<file path="config.mk">
export PLATFORM = sky130hd
export DESIGN_NAME = piezo_sched
export DESIGN_NICKNAME = d
export VERILOG_FILES = /design/src/rtl/piezo_sched.sv
export SDC_FILE = /design/constraint.sdc
export NUM_CORES = 1
export LEC_CHECK = 0
export BUFFER_PORTS_ARGS = -buffer_cell sky130_fd_sc_hd__buf_4
export CORE_AREA = 2 2 91 93
export DETAILED_ROUTE_END_ITERATION = 8
export DIE_AREA = 0 0 93 95
export SLEW_MARGIN = 0
export SYNTH_ARGS = -nofsm -noshare
export SYNTH_HDL_FRONTEND = slang
export SYNTH_SLANG_ARGS = --single-unit
export TNS_END_PERCENT = 50
</file>
<file path="constraint.sdc">
create_clock -name clk -period 2.7 [get_ports clk]
set_input_delay 0.54 -clock clk [delete_from_list [all_inputs] [get_ports clk]]
set_output_delay 0.54 -clock clk [all_outputs]
set_load 0.02 [all_outputs]
</file>
<file path="src/rtl/piezo_sched.sv">
// Round-robin scheduler for up to four tone requesters in front of the single-tone piezo driver.
// Issues one start at a time and blocks further issues until the note and its silence gap end.
module piezo_sched #(
  parameter logic [24:0] NOTE_CYCLES = 25'h0800002,
  parameter logic [24:0] GAP_CYCLES  = 25'h0100000
) (
  input  logic       clk,
  input  logic       rst_n,
  input  logic [3:0] req,
  input  logic       clr,
  output logic       start,
  output logic [1:0] piezo_indx,
  output logic [3:0] grant,
  output logic       busy,
  output logic [3:0] pend
);

  typedef enum logic [1:0] {
    StIdle  = 2'd0,
    StIssue = 2'd1,
    StNote  = 2'd2,
    StGap   = 2'd3
  } state_e;

  state_e      state_q, state_d;
  logic [24:0] timer_q, timer_d;
  logic [3:0]  pend_q, pend_d;
  logic [1:0]  rr_q, rr_d;
  logic [1:0]  sel_q, sel_d;
  logic        start_q, start_d;
  logic [3:0]  grant_q, grant_d;
  logic [1:0]  indx_q, indx_d;

  logic [7:0]  pend_dbl;
  logic [3:0]  pend_rot;
  logic [1:0]  offset;
  logic [1:0]  pick;

  // Rotate pending bits so the round-robin pointer lands on bit 0, then take the lowest set bit.
  always_comb begin
    pend_dbl = {pend_q, pend_q} >> rr_q;
    pend_rot = pend_dbl[3:0];
    if (pend_rot[0]) begin
      offset = 2'd0;
    end else if (pend_rot[1]) begin
      offset = 2'd1;
    end else if (pend_rot[2]) begin
      offset = 2'd2;
    end else begin
      offset = 2'd3;
    end
    pick = rr_q + offset;
  end

  always_ff @(posedge clk or negedge rst_n) begin
    if (!rst_n) begin
      state_q <= StIdle;
      timer_q <= '0;
      pend_q  <= '0;
      rr_q    <= '0;
      sel_q   <= '0;
      start_q <= 1'b0;
      grant_q <= '0;
      indx_q  <= '0;
    end else begin
      state_q <= state_d;
      timer_q <= timer_d;
      pend_q  <= pend_d;
      rr_q    <= rr_d;
      sel_q   <= sel_d;
      start_q <= start_d;
      grant_q <= grant_d;
      indx_q  <= indx_d;
    end
  end

  always_comb begin
    state_d = state_q;
    timer_d = timer_q;
    sel_d   = sel_q;
    case (state_q)
      StIdle: begin
        if (pend_q != 4'b0000) begin
          sel_d   = pick;
          state_d = StIssue;
        end
      end
      StIssue: begin
        timer_d = '0;
        state_d = StNote;
      end
      StNote: begin
        if (timer_q == NOTE_CYCLES - 25'd1) begin
          timer_d = '0;
          state_d = (GAP_CYCLES == 25'd0) ? StIdle : StGap;
        end else begin
          timer_d = timer_q + 25'd1;
        end
      end
      StGap: begin
        if (timer_q == GAP_CYCLES - 25'd1) begin
          timer_d = '0;
          state_d = StIdle;
        end else begin
          timer_d = timer_q + 25'd1;
        end
      end
      default: state_d = StIdle;
    endcase
  end

  // Issue outputs are registered: they are set on the IDLE->ISSUE transition.
  always_comb begin
    start_d = 1'b0;
    grant_d = '0;
    indx_d  = indx_q;
    rr_d    = rr_q;
    pend_d  = (clr ? 4'b0000 : (pend_q & ~grant_q)) | req;
    if (state_q == StIdle && pend_q != 4'b0000) begin
      start_d = 1'b1;
      grant_d = 4'b0001 << pick;
      indx_d  = pick;
    end
    if (state_q == StIssue) begin
      rr_d = sel_q + 2'd1;
    end
  end

  assign start      = start_q;
  assign grant      = grant_q;
  assign piezo_indx = indx_q;
  assign busy       = (state_q != StIdle);
  assign pend       = pend_q;

endmodule

</file>
# ---- After elaboration in Yosys (flattened, before gate mapping)
# Index checks and enable logic that the tools add are counted.
dict set report word_totals {
  wordCells 44
  output_inout_bits 12
  reg_bits 42
  input_bits 7
}
dict set report op_classes {
  n_bitwise 3
  n_reduce_logical 7
  muxes 13
  addsub 3
  shifts 2
  n_eq_ne 8
}
# cell n
set ops {}
lappend ops {{one-hot mux 25 bit (3 select lines)} 1}
lappend ops {{2-to-1 mux 25 bit} 2}
lappend ops {{adder 25 x 1 -> 25 bit, second input constant} 1}
lappend ops {{equality test 25 x 20 -> 1 bit, second input constant} 1}
lappend ops {{equality test 25 x 24 -> 1 bit, second input constant} 1}
lappend ops {{2-to-1 mux 2 bit} 5}
lappend ops {{2-to-1 mux 4 bit} 2}
lappend ops {{one-hot mux 2 bit (4 select lines)} 1}
lappend ops {{right shift 8 x 2 -> 3 bit} 1}
lappend ops {{!= test 2 bit, second input constant} 3}
lappend ops {{AND 4 bit} 1}
lappend ops {{equality test 2 bit, second input constant} 2}
lappend ops {{inverter 4 bit} 1}
lappend ops {{bitwise OR 4 bit} 1}
lappend ops {{nonzero test 4 bit} 1}
lappend ops {{left shift 1 x 2 -> 4 bit, first input constant} 1}
lappend ops {{AND reduction 3 bit} 1}
lappend ops {{nonzero test 3 bit} 1}
lappend ops {{adder 2 x 1 -> 2 bit, second input constant} 1}
lappend ops {{adder 2 bit} 1}
lappend ops {{equality test 2 x 1 -> 1 bit, second input constant} 1}
lappend ops {{logical NOT 2 bit} 1}
lappend ops {{2-to-1 mux 1 bit} 2}
lappend ops {{AND reduction 2 bit} 1}
lappend ops {{2 further kinds} 2}

# ---- Logic depth before layout (Yosys ltp)
dict set report depth {
  word_depth 7
  depth_mapped 9
  depth_no_buf 8
}

# ---- Worst setup path after synthesis
# OpenSTA, ideal clock, no wires.
dict set report synth_timing {
  path_kind {register -> register}
  from {register timer_q[0]}
  to {register state_q[1]}
  t_arrival_ps 1792
  path_slack_ps 781
  synth_period_minus_slack_ps 1919
  required_ps 2572
  n_path_buf 1
  path_stages_with_launch 8
  path_cell_list {dfrtp_1 > ha_1 > and3_1 > buf_4 > nand3_4 > nand4b_2 > a221oi_2 > mux2_1}
}
dict set report synth_between {
  elab_chain_len 3
}
# item line
set synth_rtl {}
lappend synth_rtl {{from (decl)} 26} ;# logic [24:0] timer_q, timer_d;
lappend synth_rtl {{from (signal assigned)} 67} ;# timer_q <= timer_d;
lappend synth_rtl {{equality test 25 x 20 -> 1 bit / equality test 25 x 24 -> 1 bit (equally long branches)} {101, 93}}
lappend synth_rtl {{!= test 2 bit (no line)} -}
lappend synth_rtl {{AND reduction 3 bit (no line) *} -}
lappend synth_rtl {{to (signal assigned)} 57} ;# state_q <= StIdle;
lappend synth_rtl {{to (signal assigned)} 66} ;# state_q <= state_d;
lappend synth_rtl {{to (decl)} 25} ;# state_e state_q, state_d;
# Mark *: on every way between the ends. The rest lies on a longest branch, timed or not.
# A chain may end at the register's enable or synchronous reset.

# ---- Worst setup path after layout
dict set report layout_timing {
  from {register timer_q[1]}
  to {register state_q[1]}
}
# The elaborated chain is that of the path after synthesis.

==> impl_metrics.csv <==
group,metric,value,unit
outcome,status,"finished clean",
logic_synthesis,async_flop_share,1.00,
clock_network,cts_tree,"built",
clock_network,clk_pin_slew_worst_paths,0.08,ns
detailed_routing,drtIter0Drc,127,
timing,max-slew-margin-rel,0.666,
critical_path,cp-end-kind,"flop",
floorplanning,fp.dieH,95,um
critical_path,slowest_delay,0.40,ns
global_routing,grt_usage,0.114,
detailed_routing,routed_wl,4.57,mm
timing,final-hold-violation-count,0,
clock_network,cts_buffer_depth,2,
timing,timing.final.crit_share,0.816,
floorplanning,dieWidth,93,um
timing,layout_min_cycle_time,2.20,ns
min_path,min_path_type,"in -> async",
global_routing,antenna_found_initial,0,
timing,finalClockSkew,0.00722,ns
clock_network,cts_made_buffers,5,
power,power.leakage,1.15,nW
floorplanning,io_pins,19,
critical_path,critPathMaxFanout,4,
detailed_routing,routedWlPerCell,12.6,um
logic_synthesis,synth_top_cell_by_area,"dfrtp_1",
finish,utilization,0.333,
finish,drive_gt1_frac,0.162,
clock_network,clock_latency,0.29,ns
logic_synthesis,synth_most_common_cell,"dfrtp_1",
detailed_routing,via_count,1781,
global_routing,grt_max_degree,41,
critical_path,start_kind,"flop",
critical_path,required,2.88,ns
logic_synthesis,mappedNetlistNets,251,
logic_synthesis,yosysWarningCount,0,
run,max-cap-violations,0,
detailed_routing,first_pass_iters,4,
timing,setup_viol,0,
detailed_routing,drc,0,
timing,slew_viol_final,0,
finish,fillers,845,
critical_path,crit_chain,"inv_1 -> ha_1 -> nor4bb_1 -> and4_1 -> nand3_2 -> a221oi_2 -> mux2_1",
floorplanning,initial_core_util,0.286,
clock_network,clockRootBuffer,"clkbuf_8",
logic_synthesis,synthCells,236,
clock_network,cts_resized,0,
detailed_routing,ant_nets,0,
power,p_per_area,868,nW/um^2
critical_path,worstPathArrival,2.39,ns
finish,n_antenna_cell,0,
clock_network,cts_sinks,40,
floorplanning,dieArea,8840,sq um
logic_synthesis,synth_cell_types,51,
finish,area.growth.synth_to_final,16.1,%
finish,layout.nets,273,
critical_path,slowest_stage,"dfrtp_1",
logic_synthesis,synth_edf_count,0,
detailed_routing,avgViaCountPerCell,4.89,
logic_synthesis,seq_area_frac_synth,0.441,
logic_synthesis,synth-seq-cells,40,
logic_synthesis,synthFlopType,"dfrtp_1",
clock_network,post-cts-setup-buffer-count,0,
placement,place_congestion,0.763,
timing,tightest_slew,0.501,ns
placement,dpl.hpwl,3.29,mm
clock_network,htree_levels,2,
global_routing,grt_pass1_wl,8.08,mm
clock_network,postCtsHoldBufs,0,
timing,grt_setup_unrepaired,"false",
timing,max_freq,454,MHz
logic_synthesis,syn-cell-area,2270,sq um
logic_synthesis,synthTopCellsByCount,"dfrtp_1 (40), nor2_1 (34), nand2_1 (21)",
logic_synthesis,syn_area_per_cell,9.62,sq um
floorplanning,rows,33,
timing,setup_tns,0,ns
placement,io_buffers,18,
logic_synthesis,yosysTopAreaCellShare,0.441,
logic_synthesis,synth_area_leaders,"dfrtp_1 (44%), nor2_1 (5.6%), xnor2_1 (5.0%)",
global_routing,grt-ovfl-total,0,
floorplanning,core,7930,sq um
global_routing,grt_pass1_vias,1756,
power,max-vdd-ir-drop,0.000602,V
critical_path,crit_type,"reg -> reg",
-- cells in the final DEF (no fill, tap or decap), types with 3 or more instances in the layout --
cell	synthesis	final
dfrtp_1	40	40
nor2_1	34	34
buf_4	1	22
nand2_1	21	21
xnor2_1	13	13
nor3_1	13	13
nor4_1	10	10
o21ai_0	9	9
inv_1	8	8
ha_1	8	8
nand4_1	7	7
and3_1	6	6
clkbuf_8	0	5
a21oi_1	4	4
a21o_1	4	4
and2_1	4	4
and4_1	4	4
nand3_1	4	4
nor3b_1	3	3
nor2b_1	3	3
mux2i_1	3	3
-- flip-flops by register name (all words and copies together) (netlist names) --
name,count
pend,4
sel_q,2
grant,4
rr_q,2
start,1
timer_q,25
state_q,2
-- power breakdown --
part | internal (W) | switching (W)
clock network | 0.000278 | 0.000222
logic | 0.000413 | 0.000559
registers | 0.000708 | 0.000109
total | 0.00140 | 0.000890
-- final timing paths --
kind	to	cells past startpoint	slack (ns)	startpoint
worst max-delay path	state_q[1]	7	0.50	timer_q[1]
worst min-delay path	timer_q[13]	1	0.21	rst_n
worst max register to register	state_q[1]	7	0.50	timer_q[1]
worst min register to register	pend[2]	1	0.46	grant[2]
max in group asynchronous	timer_q[24]	1	2.14	rst_n
min in group clk	pend[0]	2	0.42	req[0]
-- critical path, delay by kind of cell (launching register included) --
family,cells,cell delay (ns)
DFF,1,0.40
buffers and inverters,1,0.08
muxes,1,0.35
and+or+nand+nor,3,0.76
adders and majority gates,1,0.15
AOI/OAI and AO/OA,1,0.36
-- layout make-up --
cell class,count,area (sq um),area share
repair buffers,22,165,0.0626
inverters,9,33.8,0.0128
clock inverters,3,46.3,0.0176
clock buffers,5,68.8,0.0261
well taps,105,131,0.0498
multi-input cells,180,1190,0.452
flip-flops and latches,40,1000,0.380
-- logic make-up (layout without fill, tap and decap cells) --
| logic type | Yosys count | after routing | share of synthesized area |
|---|---|---|---|
| muxes | 6 | 6 | 0.0281 |
| adders and majority gates | 8 | 8 | 0.0441 |
| DFF | 40 | 40 | 0.441 |
| buffers and inverters | 16 | 39 | 0.0347 |
| AOI/OAI and AO/OA | 30 | 30 | 0.0981 |
| and+or+nand+nor | 122 | 122 | 0.300 |
| xor gates and xnor gates | 14 | 14 | 0.0540 |
-- routing by layer --
metal	track usage	wire [um]	up-vias
li1	-	-	891
met1	0.150	2150	841
met2	0.183	2190	42
met3	0.0255	162	7
met4	0.0404	70	0
met5	0	0	-
-- metrics by stage --
| stage | power, W | setup WS [ns] | cell area, sq um | hold slack, ns | cells |
|---|---|---|---|---|---|
| after floorplan | 0.00154 | 0.781 | 2270 | 0.244 | 236 |
| after global placement | 0.00179 | 0.594 | 2520 | 0.459 | 356 |
| after detailed placement | 0.00182 | 0.561 | 2520 | 0.462 | 356 |
| after CTS | 0.00233 | 0.527 | 2640 | 0.226 | 364 |
| after global routing | 0.00249 | 0.387 | 2640 | 0.249 | 364 |
| final | 0.00229 | 0.498 | 2640 | 0.209 | 364 |
Note: power is estimated with default switching activity, not from simulation.
